File: src/rtl/cva6_config_pkg.sv
// Core configuration constants shared by the front-end prediction blocks.
package cva6_config_pkg;
  localparam int unsigned CVA6ConfigXlen     = 64;
  localparam int unsigned CVA6ConfigRASDepth = 2;
endpackage

File: src/rtl/ariane_pkg.sv
// Shared branch-prediction types.
package ariane_pkg;
  localparam int unsigned BP_VLEN = cva6_config_pkg::CVA6ConfigXlen;

  typedef struct packed {
    logic               valid;
    logic [BP_VLEN-1:0] ra;
  } ras_t;
endpackage

File: src/rtl/ras_ckpt.sv
// Return-address stack with a single checkpoint, restored on branch mispredict.
// The snapshot keeps only the TOS entry; deeper entries are assumed untouched until restore.
module ras_ckpt
  import ariane_pkg::*;
#(
  parameter int unsigned DEPTH = cva6_config_pkg::CVA6ConfigRASDepth,
  parameter int unsigned VLEN  = cva6_config_pkg::CVA6ConfigXlen
) (
  input  logic                       clk_i,
  input  logic                       rst_i,
  input  logic                       flush_i,
  input  logic                       push_i,
  input  logic                       pop_i,
  input  logic [VLEN-1:0]            data_i,
  input  logic                       ckpt_i,
  input  logic                       restore_i,
  output ras_t                       data_o,
  output logic [$clog2(DEPTH+1)-1:0] count_o
);

  localparam int unsigned PTR_W = $clog2(DEPTH);
  localparam int unsigned CNT_W = $clog2(DEPTH+1);

  logic [VLEN-1:0]  mem [DEPTH];
  logic [PTR_W-1:0] tos_q, tos_d;
  logic [CNT_W-1:0] cnt_q, cnt_d;
  logic [PTR_W-1:0] snap_tos_q, snap_tos_d;
  logic [CNT_W-1:0] snap_cnt_q, snap_cnt_d;
  logic [VLEN-1:0]  snap_ra_q, snap_ra_d;
  logic             wr_en;
  logic [PTR_W-1:0] wr_idx;
  logic [VLEN-1:0]  wr_data;
  logic [PTR_W-1:0] tos_inc, tos_dec;

  assign tos_inc = (tos_q == PTR_W'(DEPTH - 1)) ? '0 : tos_q + PTR_W'(1);
  assign tos_dec = (tos_q == '0) ? PTR_W'(DEPTH - 1) : tos_q - PTR_W'(1);

  assign data_o.ra    = mem[tos_q];
  assign data_o.valid = (cnt_q != '0);
  assign count_o      = cnt_q;

  // Next-state for pointer, occupancy, snapshot and the single memory write port.
  always_comb begin
    tos_d      = tos_q;
    cnt_d      = cnt_q;
    snap_tos_d = snap_tos_q;
    snap_cnt_d = snap_cnt_q;
    snap_ra_d  = snap_ra_q;
    wr_en      = 1'b0;
    wr_idx     = tos_q;
    wr_data    = data_i;
    if (flush_i) begin
      tos_d      = '0;
      cnt_d      = '0;
      snap_tos_d = '0;
      snap_cnt_d = '0;
      snap_ra_d  = '0;
    end else if (restore_i) begin
      tos_d   = snap_tos_q;
      cnt_d   = snap_cnt_q;
      wr_en   = 1'b1;
      wr_idx  = snap_tos_q;
      wr_data = snap_ra_q;
    end else begin
      if (ckpt_i) begin
        snap_tos_d = tos_q;
        snap_cnt_d = cnt_q;
        snap_ra_d  = mem[tos_q];
      end else begin
        snap_tos_d = snap_tos_q;
      end
      case ({push_i, pop_i})
        2'b10: begin
          tos_d  = tos_inc;
          wr_en  = 1'b1;
          wr_idx = tos_inc;
          cnt_d  = (cnt_q == CNT_W'(DEPTH)) ? cnt_q : cnt_q + CNT_W'(1);
        end
        2'b01: begin
          if (cnt_q != '0) begin
            tos_d = tos_dec;
            cnt_d = cnt_q - CNT_W'(1);
          end else begin
            tos_d = tos_q;
          end
        end
        2'b11: begin
          // Replacing the TOS on an empty stack must still grow it.
          if (cnt_q == '0) begin
            tos_d  = tos_inc;
            wr_en  = 1'b1;
            wr_idx = tos_inc;
            cnt_d  = CNT_W'(1);
          end else begin
            wr_en  = 1'b1;
            wr_idx = tos_q;
          end
        end
        default: begin
          tos_d = tos_q;
        end
      endcase
    end
  end

  // Control and snapshot registers.
  always_ff @(posedge clk_i) begin
    if (rst_i) begin
      tos_q      <= '0;
      cnt_q      <= '0;
      snap_tos_q <= '0;
      snap_cnt_q <= '0;
      snap_ra_q  <= '0;
    end else begin
      tos_q      <= tos_d;
      cnt_q      <= cnt_d;
      snap_tos_q <= snap_tos_d;
      snap_cnt_q <= snap_cnt_d;
      snap_ra_q  <= snap_ra_d;
    end
  end

  // Entry storage; contents are don't-care after reset, so no reset value.
  always_ff @(posedge clk_i) begin
    if (!rst_i && wr_en) begin
      mem[wr_idx] <= wr_data;
    end
  end

endmodule

File: config.mk
export PLATFORM = sky130hd
export DESIGN_NAME = ras_ckpt
export DESIGN_NICKNAME = d
export VERILOG_FILES = /design/src/rtl/cva6_config_pkg.sv /design/src/rtl/ariane_pkg.sv /design/src/rtl/ras_ckpt.sv
export SDC_FILE = /design/constraint.sdc
export NUM_CORES = 1
export LEC_CHECK = 0
export BUFFER_PORTS_ARGS = -buffer_cell sky130_fd_sc_hd__buf_2
export CAP_MARGIN = 20
export CORE_ASPECT_RATIO = 2
export CORE_MARGIN = 2
export CORE_UTILIZATION = 58
export CTS_BUF_LIST = sky130_fd_sc_hd__clkbuf_2
export DETAILED_ROUTE_END_ITERATION = 10
export GPL_ROUTABILITY_DRIVEN = 0
export HOLD_SLACK_MARGIN = 0.12
export PLACE_DENSITY = 0.88
export SKIP_LAST_GASP = 1
export SLEW_MARGIN = 30
export SYNTH_ARGS = -nofsm -noshare
export SYNTH_HDL_FRONTEND = slang
export SYNTH_SLANG_ARGS = --single-unit
File: constraint.sdc
create_clock -name clk_i -period 5.7 [get_ports clk_i]
set_input_delay 0.57 -clock clk_i [delete_from_list [all_inputs] [get_ports clk_i]]
set_output_delay 0.57 -clock clk_i [all_outputs]
set_load 0.01 [all_outputs]
==> impl_metrics.py <==
metrics = {
    "yosys": {
        "synth_top_area_cell": "edfxtp_1",
        "synth_cell_type_count": 26,
        "synth_edf_count": 128,
        "ys.flop_type": "edfxtp_1",
        "synth_nets": 593,
        "avgSynthCellArea_um2": 15.4,
        "yosysWarnings": 0,
        "ys_ff_latch": 199,
        "postSynthCellCount": 522,
        "synth_area_leaders": "edfxtp_1 (48%), mux2_2 (18%), dfxtp_1 (18%)",
        "synth_commonest_cells": "edfxtp_1 (128), mux2_2 (128), dfxtp_1 (71)",
        "ys_async_sr_fraction_pct": 0,
        "synth_top_area_share_pct": 47.9,
        "ys_seq_area_share_pct": 65.6,
        "syn_area_um2": 8030,
    },
    "placed_design": {
        "dp_hpwl_mm": 10.3,
        "portBuffers": 137,
        "placed_area_um2": 8790,
    },
    "pwr": {
        "p_switching_uw": 579,
        "power.total_uw": 2540,
        "p_per_area_nw_per_um2": 265,
        "intPower_uw": 1960,
        "swShare_pct": 22.8,
        "clkPwrFrac_pct": 26.9,
        "ir_drop_mv": 0.188,
        "power_leakage_uw": 0.00360,
        "p_seq_share_pct": 62.8,
        "combPwrFrac_pct": 10.3,
    },
    "sta": {
        "fin_skew_ns": 0.0371,
        "worst_slew_pin_slew_ns": 0.863,
        "finalCritPeriodShare_pct": 57.0,
        "drv_slew": 0,
        "fin_hold_ws_ns": 0.198,
        "rsz0062_at_grt": "no",
        "fin_crit_ns": 3.25,
        "fmaxAchievable_mhz": 308,
        "finalHoldViolations": 0,
        "setup_tns_ns": 0,
        "slew_headroom_pct": 42.5,
        "setup_viol_count_final": 0,
    },
    "clock_network": {
        "post-cts-setup-buffers": 0,
        "htree_levels": 4,
        "clkTransAtPathRegs_ns": 0.23,
        "ctsRootBufferMaster": "clkbuf_2",
        "clk_latency_ns": 0.70,
        "cts_tree": "built",
        "cts.sinks": 199,
        "cts_made_buffers": 17,
        "clockBufferDepth": 2,
    },
    "drt": {
        "wire_per_inst_um": 19.0,
        "via_per_inst": 5.60,
        "first_iter_violations": 247,
        "remaining_drc_errors": 0,
        "vias": 4868,
        "routed_wirelength_mm": 16.5,
        "dr.pass1.iters": 4,
        "ant_nets": 0,
    },
    "worst_setup_path": {
        "cp.required_ns": 5.13,
        "crit_path_end_kind": "primary output",
        "arrival_ns": 2.68,
        "crit_type": "flop to primary output",
        "cp-start-kind": "flop",
        "worstPathMaxFanout": 34,
    },
    "die": {
        "core-area_um2": 13500,
        "initial_core_util_pct": 59.4,
        "rows": 60,
        "die_w_um": 87.2,
        "num_io_pins": 138,
        "dieArea_um2": 14900,
        "die_h_um": 170,
    },
    "grt": {
        "grt_max_degree": 68,
        "grt-ovfl-total": 0,
        "track_usage_pct": 22.4,
        "grt_pass1_vias": 5025,
        "grt_pass1_wl_mm": 25.1,
        "antenna_found_initial": 1,
    },
    "run_status": {
        "status": "complete, no violations",
    },
    "final_layout": {
        "fin_area_um2": 9570,
        "area_growth_pct": 19.2,
        "drive_above_1_share_pct": 43.9,
        "nNetsFinal": 772,
        "fillers": 887,
    },
    "min_path": {
        "worstHoldPathType": "input port to flop",
    },
    "job": {
        "cap_viol_max_count": 0,
    },
}
state kept, by name, summed over array words and instances, names as in the netlist, named ones only:
signal	count
tos_q	1
count_o	2
mem	128
snap_tos_q	1
snap_ra_q	64
snap_cnt_q	2
through the flow:
step / setup slack (ns) / instances / util, %
2_1_floorplan: 0.829 / 522 / -
3_3_place_gp: 2.57 / 787 / 65.0
3_5_place_dp: 2.45 / 787 / 65.0
4_1_cts: 2.33 / 852 / 69.4
5_1_grt: 2.23 / 869 / 70.8
6_report: 2.45 / 869 / 70.8
critical path, cell delays in order, from the launching register on:
cell and delay [ns]:
dfxtp_2 0.86, buf_4 0.54, mux2_2 0.44, buf_2 0.15
power by group through the flow:
stage / Clock, µW / Combinational [µW] / Sequential (µW)
2_1_floorplan: 0 / 156 / 1620
3_3_place_gp: 0 / 223 / 1620
3_5_place_dp: 0 / 231 / 1620
4_1_cts: 701 / 251 / 1590
5_1_grt: 752 / 280 / 1600
6_report: 681 / 262 / 1590
kinds of logic (layout without fill, tap and decap cells):
family | Yosys count | count (layout) | synth area share (%)
mux | 195 | 195 | 26.3
simple gates | 83 | 83 | 4.40
flops | 199 | 199 | 65.6
compound gates | 10 | 10 | 0.795
other cells | 0 | 1 | 0
buf+inv | 33 | 224 | 2.52
xor+xnor | 2 | 2 | 0.390
cell usage in the layout (no fill, tap or decap), types with 2 or more instances in the layout:
cell type,count
dlygate4sd3_1,47
buf_2,137
nand2_1,4
bufinv_16,3
clkbuf_2,19
inv_6,2
or2_2,2
clkinv_1,2
nor2_1,68
dfxtp_1,70
mux2i_1,67
a21oi_1,4
clkinv_4,2
buf_4,4
nand2b_1,2
clkinvlp_4,2
edfxtp_1,128
a21oi_4,2
mux2_2,128
worst paths after layout:
path | start | to | slack (ns) | cells past startpoint
min reg2reg | snap_cnt_q[1] | count_o[1] | 0.48 | 2
max reg2reg | count_o[1] | mem[0][38] | 3.00 | 5
max | flop | data_o[1] | 2.45 | 3
min | data_i[2] | mem[1][2] | 0.20 | 2
cell type report:
cell class	instances	area [µm²]	share of cell area, %
Inverter	1	3.75	0.0392
Tap cell	155	194	2.03
Antenna cell	1	2.50	0.0261
Multi-Input combinational cell	290	2600	27.1
Clock inverter	12	153	1.59
Sequential cell	199	5270	55.0
Timing Repair Buffer	192	1260	13.2
Clock buffer	19	95.1	0.993
metal layers:
| layer | share of wire, % | vias to the layer above | global-route usage (%) |
|---|---|---|---|
| met5 | 0 | - | 0 |
| met4 | 4.4 | 0 | 11.2 |
| met3 | 3.5 | 40 | 4.75 |
| met2 | 54 | 145 | 39.6 |
| met1 | 38 | 2419 | 25.0 |
| li1 | - | 2264 | - |
repair_timing:
action,4_1_cts,5_1_grt
gates resized for setup,0,0
hold endpoints to repair,66,24
hold buffers,34,13
No activity file was read; power rests on OpenSTA's default activity.
